`src/rtl/grip_controller.sv`:
```
// grip_controller: multi-finger servo gripper FSM with pressure-based contact and PWM drive.
// Optional macro GRIP_SLIP_DETECT_EN re-tightens fingers that lose contact while holding.
module grip_controller #(
  parameter int N_FINGERS = 3,
  parameter int PRESS_W   = 8,
  parameter int DIST_W    = 8,
  parameter int DIST_MIN  = 5,
  parameter int DIST_MAX  = 10,
  parameter int POS_MAX   = 200,
  parameter int STEP_DIV  = 4
) (
  input  logic                           clk,
  input  logic                           rst_n,
  input  logic                           i_command,
  input  logic [DIST_W-1:0]              i_distance,
  input  logic [N_FINGERS*PRESS_W-1:0]   i_press,
  input  logic [PRESS_W-1:0]             i_press_limit,
  output logic [N_FINGERS-1:0]           o_servo,
  output logic [2:0]                     o_state,
  output logic                           o_gripped,
  output logic                           o_fault
);
  typedef enum logic [2:0] {IDLE = 3'd0, CLOSING = 3'd1, HOLD = 3'd2, OPENING = 3'd3, FAULT = 3'd4} state_t;
  localparam int PW = STEP_DIV > 1 ? $clog2(STEP_DIV) : 1;
  state_t state_q, state_d;
  logic [N_FINGERS-1:0][7:0] pos_q, pos_d;
  logic [PW-1:0] presc_q;
  logic [7:0] pwm_q;
  logic [N_FINGERS-1:0] servo_q, contact, at_max, inc, dec;
  logic gripped_q, fault_q, step_tick, dist_ok, all_contact, stall, all_zero, grow, shrink;
  assign step_tick   = presc_q == PW'(STEP_DIV - 1);
  assign dist_ok     = i_distance >= DIST_W'(DIST_MIN) && i_distance <= DIST_W'(DIST_MAX);
  assign all_contact = &contact;
  assign stall       = |(~contact & at_max);
  assign all_zero    = pos_q == '0;
  for (genvar k = 0; k < N_FINGERS; k++) begin : g_finger
    assign contact[k] = i_press[k*PRESS_W +: PRESS_W] >= i_press_limit;
    assign at_max[k]  = pos_q[k] == 8'(POS_MAX);
    assign inc[k]     = step_tick & ~contact[k] & ~at_max[k];
    assign dec[k]     = step_tick & (pos_q[k] != 8'd0);
  end
`ifdef GRIP_SLIP_DETECT_EN
  assign grow = state_q == CLOSING || state_q == HOLD;
`else
  assign grow = state_q == CLOSING;
`endif
  assign shrink = state_q == OPENING;
  always_comb begin
    state_d = state_q;
    for (int k = 0; k < N_FINGERS; k++)
      pos_d[k] = state_q == IDLE ? 8'd0 : pos_q[k] + 8'(grow & inc[k]) - 8'(shrink & dec[k]);
    case (state_q)
      IDLE:    state_d = i_command && dist_ok ? CLOSING : IDLE;
      CLOSING: state_d = !i_command ? OPENING : all_contact ? HOLD : stall ? FAULT : CLOSING;
`ifdef GRIP_SLIP_DETECT_EN
      HOLD:    state_d = !i_command ? OPENING : stall ? FAULT : HOLD;
`else
      HOLD:    state_d = !i_command ? OPENING : HOLD;
`endif
      OPENING: state_d = all_zero ? IDLE : OPENING;
      FAULT:   state_d = !i_command ? OPENING : FAULT;
      default: state_d = IDLE;
    endcase
  end
  always_ff @(posedge clk or negedge rst_n) begin
    if (!rst_n) begin
      state_q   <= IDLE;
      pos_q     <= '0;
      presc_q   <= '0;
      pwm_q     <= '0;
      servo_q   <= '0;
      gripped_q <= 1'b0;
      fault_q   <= 1'b0;
    end else begin
      state_q   <= state_d;
      pos_q     <= pos_d;
      presc_q   <= step_tick ? '0 : presc_q + PW'(1);
      pwm_q     <= pwm_q + 8'd1;
      for (int k = 0; k < N_FINGERS; k++) servo_q[k] <= pwm_q < pos_q[k];
      gripped_q <= state_d == HOLD;
      fault_q   <= state_d == FAULT;
    end
  end
  assign o_state   = state_q;
  assign o_servo   = servo_q;
  assign o_gripped = gripped_q;
  assign o_fault   = fault_q;
endmodule

```
`config.mk`:
```
export PLATFORM = sky130hd
export DESIGN_NAME = grip_controller
export DESIGN_NICKNAME = d
export VERILOG_FILES = /design/src/rtl/grip_controller.sv
export SDC_FILE = /design/constraint.sdc
export NUM_CORES = 1
export LEC_CHECK = 0
export ABC_AREA = 1
export CORE_MARGIN = 3
export CORE_UTILIZATION = 40
export CTS_CLUSTER_DIAMETER = 120
export DETAILED_ROUTE_END_ITERATION = 16
export MAX_ROUTING_LAYER = met4
export PLACE_DENSITY_LB_ADDON = 0.12
export SLEW_MARGIN = 0
export SYNTH_ARGS = -nofsm -noshare
export SYNTH_HDL_FRONTEND = slang
export SYNTH_SLANG_ARGS = --single-unit
```
`constraint.sdc`:
```
create_clock -name clk -period 3.3 [get_ports clk]
set_input_delay 0.66 -clock clk [delete_from_list [all_inputs] [get_ports clk]]
set_output_delay 0.66 -clock clk [all_outputs]
set_load 0.05 [all_outputs]
```
## Word level (Yosys, flattened, before mapping)

Index checks and enable logic that the tools add are counted.

- Memories: 0
- Memory bits (writable): 0
- Bits in latches: 0
- Register bits after elaboration: 42
- Output and inout bits: 8
- Bits in read-only memories: 0
- Bits of input ports: 43
- Word-level logic and storage cells: 79

- Reductions and logical operators: 9
- Bitwise gates (word level): 23
- $add $sub $neg: 8
- Shift operators: 0
- $mul: 0
- Equal/unequal tests: 10
- Magnitude comparators: 8
- Div/mod/pow operators: 0
- Muxes and demuxes: 12

Operator list:

| kind | number |
|---|---|
| adder 8 x 1 -> 8 bit | 3 |
| equality test 8 bit, second input constant | 3 |
| greater-or-equal comparator 8 bit | 3 |
| logical NOT 24 bit | 1 |
| < comparator 8 bit | 3 |
| two-way mux 8 bit | 3 |
| nonzero test 8 bit | 3 |
| subtractor 8 x 1 -> 8 bit | 3 |
| bitwise AND 1 bit | 15 |
| case mux 3 bit (5 select lines) | 1 |
| two-way mux 3 bit | 4 |
| equality test 3 x 2 -> 1 bit, second input constant | 3 |
| adder 8 x 1 -> 8 bit, second input constant | 1 |
| greater-or-equal comparator 8 x 3 -> 1 bit, second input constant | 1 |
| less-or-equal comparator 8 x 4 -> 1 bit, second input constant | 1 |
| equality test 3 bit, second input constant | 2 |
| NOT 1 bit | 6 |
| two-way mux 2 bit | 2 |
| bitwise AND 3 bit | 1 |
| equality test 3 x 1 -> 1 bit, second input constant | 1 |
| logical NOT 3 bit | 1 |
| NOT 3 bit | 1 |
| AND reduction 3 bit | 1 |
| OR reduction 3 bit | 1 |
| 4 further kinds | 6 |

## Depth between registers and ports, before layout

Gate-level depths: netlist (run 1).

- Depth in word-level cells: 9
- Mapped depth: 24
- Depth with buffers taken out: 24

## Least setup slack after synthesis (run 1)

No wires, ideal clock.

- Kind: input port to flip-flop
- Start point: in i_press_limit[7]
- End point: reg pos_q[14] (netlist bit)
- Arrival time: 3063 ps
- Path slack: 116 ps
- Data required time: 3179 ps
- Setup time: 121 ps
- Stages on the path: 22
- Path buffers: 0
- Cell sequence: inv_1 ha_1 nand2_1 inv_1 nor2_1 o21a_1 nand2_1 nor3_1 nand2_1 ha_1 inv_1 ha_1 fa_1 nand2_1 inv_1 o21ai_1 nand2_1 nand2_1 nand2_1 a21oi_2 xor2_1 nor2_1

RTL lines:

| item | RTL line | text |
|---|---|---|
| start, declared | 17 | `input logic [PRESS_W-1:0] i_press_limit,` |
| end signal, assigned | 76 | `pos_q <= pos_d;` |
| end, declared | 26 | `logic [N_FINGERS-1:0][7:0] pos_q, pos_d;` |

## Worst setup path in the final report (run 1)

- Start point: in i_press_limit[6]
- End point: reg gripped_q (netlist: o_gripped)

- Longest elaborated chain between the ends: 9
- Elaborated cells between the ends (all ways): 12
- Classes of those cells: 3 x order compare; 1 x eq/ne; 4 x mux; 2 x bitwise; 2 x reduce/logical

RTL lines:

| item | RTL line | text |
|---|---|---|
| greater-or-equal comparator 8 bit | 37 | `assign contact[k] = i_press[k*PRESS_W +: PRESS_W] >= i_press_limit;` |
| NOT 3 bit | 34 | `assign stall = \|(~contact & at_max);` |
| bitwise AND 3 bit | 34 |  |
| OR reduction 3 bit | 34 |  |
| two-way mux 3 bit | 54 | `CLOSING: state_d = !i_command ? OPENING : all_contact ? HOLD : stall ? FAULT : CLOSING;` |
| two-way mux 3 bit * (2 in a row) | 54 |  |
| case mux 3 bit (5 select lines) * | 52 | `case (state_q)` |
| named net state_d[0] | 25 | `state_t state_q, state_d;` |
| equality test 3 x 2 -> 1 bit * | 80 | `gripped_q <= state_d == HOLD;` |
| end signal, assigned | 72 | `gripped_q <= 1'b0;` |
| end signal, assigned | 80 |  |
| end, declared | 30 | `logic gripped_q, fault_q, step_tick, dist_ok, all_contact, stall, all_zero, grow, shrink;` |

The timed path passes the listed nets; every way through them passes the cells marked *.

==> impl_metrics.env, run 1 <==
export IMPL_place_area_um2=4531
export IMPL_period_needed_ps=3225
export IMPL_ctsHoldBuffers=0
export IMPL_clock_path_buffers=2
export IMPL_antenna_found_initial=0
export IMPL_chipHeight_um=103.3
export IMPL_final_cell_area_um2=5349
export IMPL_nFillCells=776
export IMPL_critPathMaxStageDelay_ps=290
export IMPL_antenna_left=0
export IMPL_clock_latency_ps=310
export IMPL_synth_most_common_cell="ha_1"
export IMPL_yosysWarnings=0
export IMPL_vias=3483
export IMPL_vias_per_cell=4.969
export IMPL_power_frac_clock=0.107
export IMPL_synth_cells=473
export IMPL_hold_violations=0
export IMPL_leakagePower_nw=2.773
export IMPL_crit_chain="dlygate4sd2_1 > inv_2 > ha_1 > nand2_1 > nor2_1 > nand2_2 > buf_4 > buf_4 > buf_4 > buf_4 > buf_4 > buf_4 > buf_4 > buf_4 > buf_4 > buf_4 > buf_4 > buf_4 > buf_4 > nand3_2 > nand3_4 > o21bai_4 > nor2_2"
export IMPL_gp_congestion=0.8182
export IMPL_die_area_um2=10670
export IMPL_clkSlewWorstSetupHoldPaths_ps=90
export IMPL_p_int_mw=2.098
export IMPL_finalSetupViolCount=0
export IMPL_power_mw=3.994
export IMPL_synth_top_cells_by_area="ha_1 (28%), dfrtp_1 (28%), nand2_1 (8.3%)"
export IMPL_grt_ovfl_total=0
export IMPL_cts_sinks=42
export IMPL_pin_count=51
export IMPL_core_area_um2=8934
export IMPL_start_kind="input port"
export IMPL_switching_share=0.4748
export IMPL_multi_input_area_um2=2806
export IMPL_ys_top_cells_by_count="ha_1 (86), nand2_1 (84), inv_1 (80), dfrtp_1 (42), nor2_1 (40)"
export IMPL_drt_initial_drc_count=76
export IMPL_slew_violations=0
export IMPL_critPathRequiredTime_ps=3500
export IMPL_vdd_ir_drop_max_uv=463.6
export IMPL_max_slew_margin=0.3206
export IMPL_start_util=0.4237
export IMPL_path_common_cell="buf_4"
export IMPL_tightestPinTransition_ps=1019
export IMPL_hold_path_class="flop to flop"
export IMPL_drcViolationCount=0
export IMPL_synth_edf_count=0
export IMPL_fin_crit_sh=0.9773
export IMPL_avgSynthCellArea_um2=8.002
export IMPL_first_pass_iters=4
export IMPL_syn_cell_area_um2=3785
export IMPL_power_switching_mw=1.897
export IMPL_cp_num_buf_inv=15
export IMPL_worst_ep_arrival_time_ps=3420
export IMPL_crit_path_end_kind="flop"
export IMPL_cts_tree="built"
export IMPL_async_flop_share=1.000
export IMPL_root_buffer="clkbuf_8"
export IMPL_finalClockSkew_ps=7.787
export IMPL_layout_nets=724
export IMPL_status="finished clean"
export IMPL_cts_buffers=5
export IMPL_synth_ff_type="dfrtp_1"
export IMPL_powerDensity_nw_per_um2=746.8
export IMPL_maxCapViolCount=0
export IMPL_grt_pass1_vias=3527
export IMPL_seq_area_um2=1051
export IMPL_crit_type="input port to flop"
export IMPL_tns_ps=0
export IMPL_crit_family="buffers and inverters"
export IMPL_seq_area_frac_synth=0.2777
export IMPL_pwr_share_comb=0.680
export IMPL_ys_ff_latch=42
export IMPL_track_usage=0.1913
export IMPL_die_x_um=103.3
export IMPL_whs_ps=455.0
export IMPL_yosys_area_top_type="ha_1"
export IMPL_worst_path_max_delay_cell="ha_1"
export IMPL_grt_pass1_wl_mm=15.64
export IMPL_syn_num_nets=605
export IMPL_max_freq_ghz=0.3101
export IMPL_synthToLayoutAreaGrowth_pct=41.32
export IMPL_diodes=0
export IMPL_rows=34
export IMPL_synth_top_area_frac=0.2843
export IMPL_pwr_share_seq=0.213
export IMPL_portBuffers=50
export IMPL_grt_max_degree=43
export IMPL_avgRoutedWirePerCell_um=13.71
export IMPL_routed_wirelength_mm=9.612
export IMPL_synth_cell_type_count=29
export IMPL_crit_fanout=3
export IMPL_dp_hpwl_mm=6.799
export IMPL_htreeDepth=2
export IMPL_drive_gt1_frac=0.2901
[cell usage in the layout (no fill, tap or decap), types with 2 or more instances in the layout]
cell | synthesis | final
inv_1 | 80 | 69
nand2_1 | 84 | 67
ha_1 | 86 | 64
buf_4 | 0 | 62
dfrtp_1 | 42 | 42
nor2_1 | 40 | 38
a21oi_1 | 39 | 35
ha_4 | 0 | 21
nand3_1 | 25 | 19
nand2_2 | 3 | 18
inv_2 | 7 | 17
clkdlybuf4s50_1 | 0 | 17
dlygate4sd2_1 | 0 | 15
o21ai_0 | 13 | 13
xor2_1 | 8 | 8
nand3_2 | 3 | 7
a21oi_2 | 3 | 7
clkbuf_2 | 0 | 7
clkdlybuf4s15_1 | 0 | 6
clkbuf_8 | 0 | 5
nor3_1 | 6 | 4
o211ai_1 | 4 | 4
nor2_2 | 1 | 3
o21a_1 | 3 | 3
nand2_4 | 1 | 3
nor2_4 | 3 | 3
o21ai_1 | 5 | 3
a221oi_1 | 3 | 3
nand4_1 | 3 | 3
a21boi_0 | 3 | 3
fa_2 | 0 | 3
buf_2 | 1 | 3
nand3_4 | 0 | 2
nor3_2 | 0 | 2
o21ai_2 | 0 | 2
dlymetal6s2s_1 | 0 | 2
[worst paths after layout]
kind | from | to | slack (ps) | cells after the start
worst max-delay path | i_press_limit[6] | o_gripped$_DFF_PN0_ | 70 | 23
worst min-delay path | presc_q[0]$_DFF_PN0_ | presc_q[0]$_DFF_PN0_ | 450 | 1
worst max register to register | pos_q[20]$_DFF_PN0_ | pos_q[22]$_DFF_PN0_ | 500 | 19
worst min register to register | presc_q[0]$_DFF_PN0_ | presc_q[0]$_DFF_PN0_ | 450 | 1
max in group asynchronous | rst_n | pos_q[13]$_DFF_PN0_ | 2150 | 1
min in group asynchronous | rst_n | presc_q[1]$_DFF_PN0_ | 520 | 1
[kinds of logic after synthesis]
family / share of synthesized area
AOI/OAI and AO/OA: 0.1174
and+or+nand+nor: 0.1954
xor gates and xnor gates: 0.02083
buffers and inverters: 0.08859
adders and majority gates: 0.3002
DFF: 0.2777
[area by class of cell]
type,count,share of cell area
Sequential cell,42,0.1965
Clock inverter,2,0.007018
Tap cell,108,0.02526
Clock buffer,6,0.01357
Inverter,88,0.06222
Timing Repair Buffer,113,0.1708
Multi-Input combinational cell,342,0.5247
[repair_timing]
action,4_1_cts,5_1_grt
buffers inserted,39,8
gates resized for setup,81,58
setup endpoints to repair,6,12
pin swaps,75,64
endpoints found under the hold margin,0,0
[power by group through the flow]
stage / registers, mW / clock network, mW / logic, mW
after global placement: 0.850 / 0 / 2.41
after CTS: 0.850 / 0.439 / 2.65
after detailed placement: 0.851 / 0 / 2.48
after floorplan: 0.928 / 0 / 1.74
after global routing: 0.879 / 0.462 / 3.13
final: 0.849 / 0.428 / 2.72
[registers in the layout, indices dropped and copies added (netlist names)]
signal,flops
o_servo,3
pos_q,24
o_gripped,1
presc_q,2
o_state,3
pwm_q,8
o_fault,1
[per-layer routing]
metal / global-route usage / part of all wire / up-vias
li1: - / - / 1787
met5: - / 0 / -
met1: 0.2313 / 0.45 / 1636
met2: 0.3355 / 0.51 / 46
met3: 0.03219 / 0.031 / 14
met4: 0.04084 / 0.013 / 0
[through the flow]
step	std cells	setup slack (ps)	util
2_1_floorplan	473	115.8	-
5_1_grt	701	-92.42	0.5987
6_report	701	74.81	0.5987
3_5_place_dp	646	-681.5	0.5071
4_1_cts	693	1.519	0.5717
3_3_place_gp	646	-663.2	0.5071
Note: power is estimated with default switching activity, not from simulation.
==> run 2: changes to the inputs <==
--- a/config.mk
+++ b/config.mk
@@ -12,7 +12,7 @@
 export DETAILED_ROUTE_END_ITERATION = 16
 export MAX_ROUTING_LAYER = met4
 export PLACE_DENSITY_LB_ADDON = 0.12
-export SLEW_MARGIN = 0
+export SLEW_MARGIN = 20
 export SYNTH_ARGS = -nofsm -noshare
 export SYNTH_HDL_FRONTEND = slang
 export SYNTH_SLANG_ARGS = --single-unit
==> results of run 2 <==
No change in the layout: final DEF, timing and power equal those of run 1.
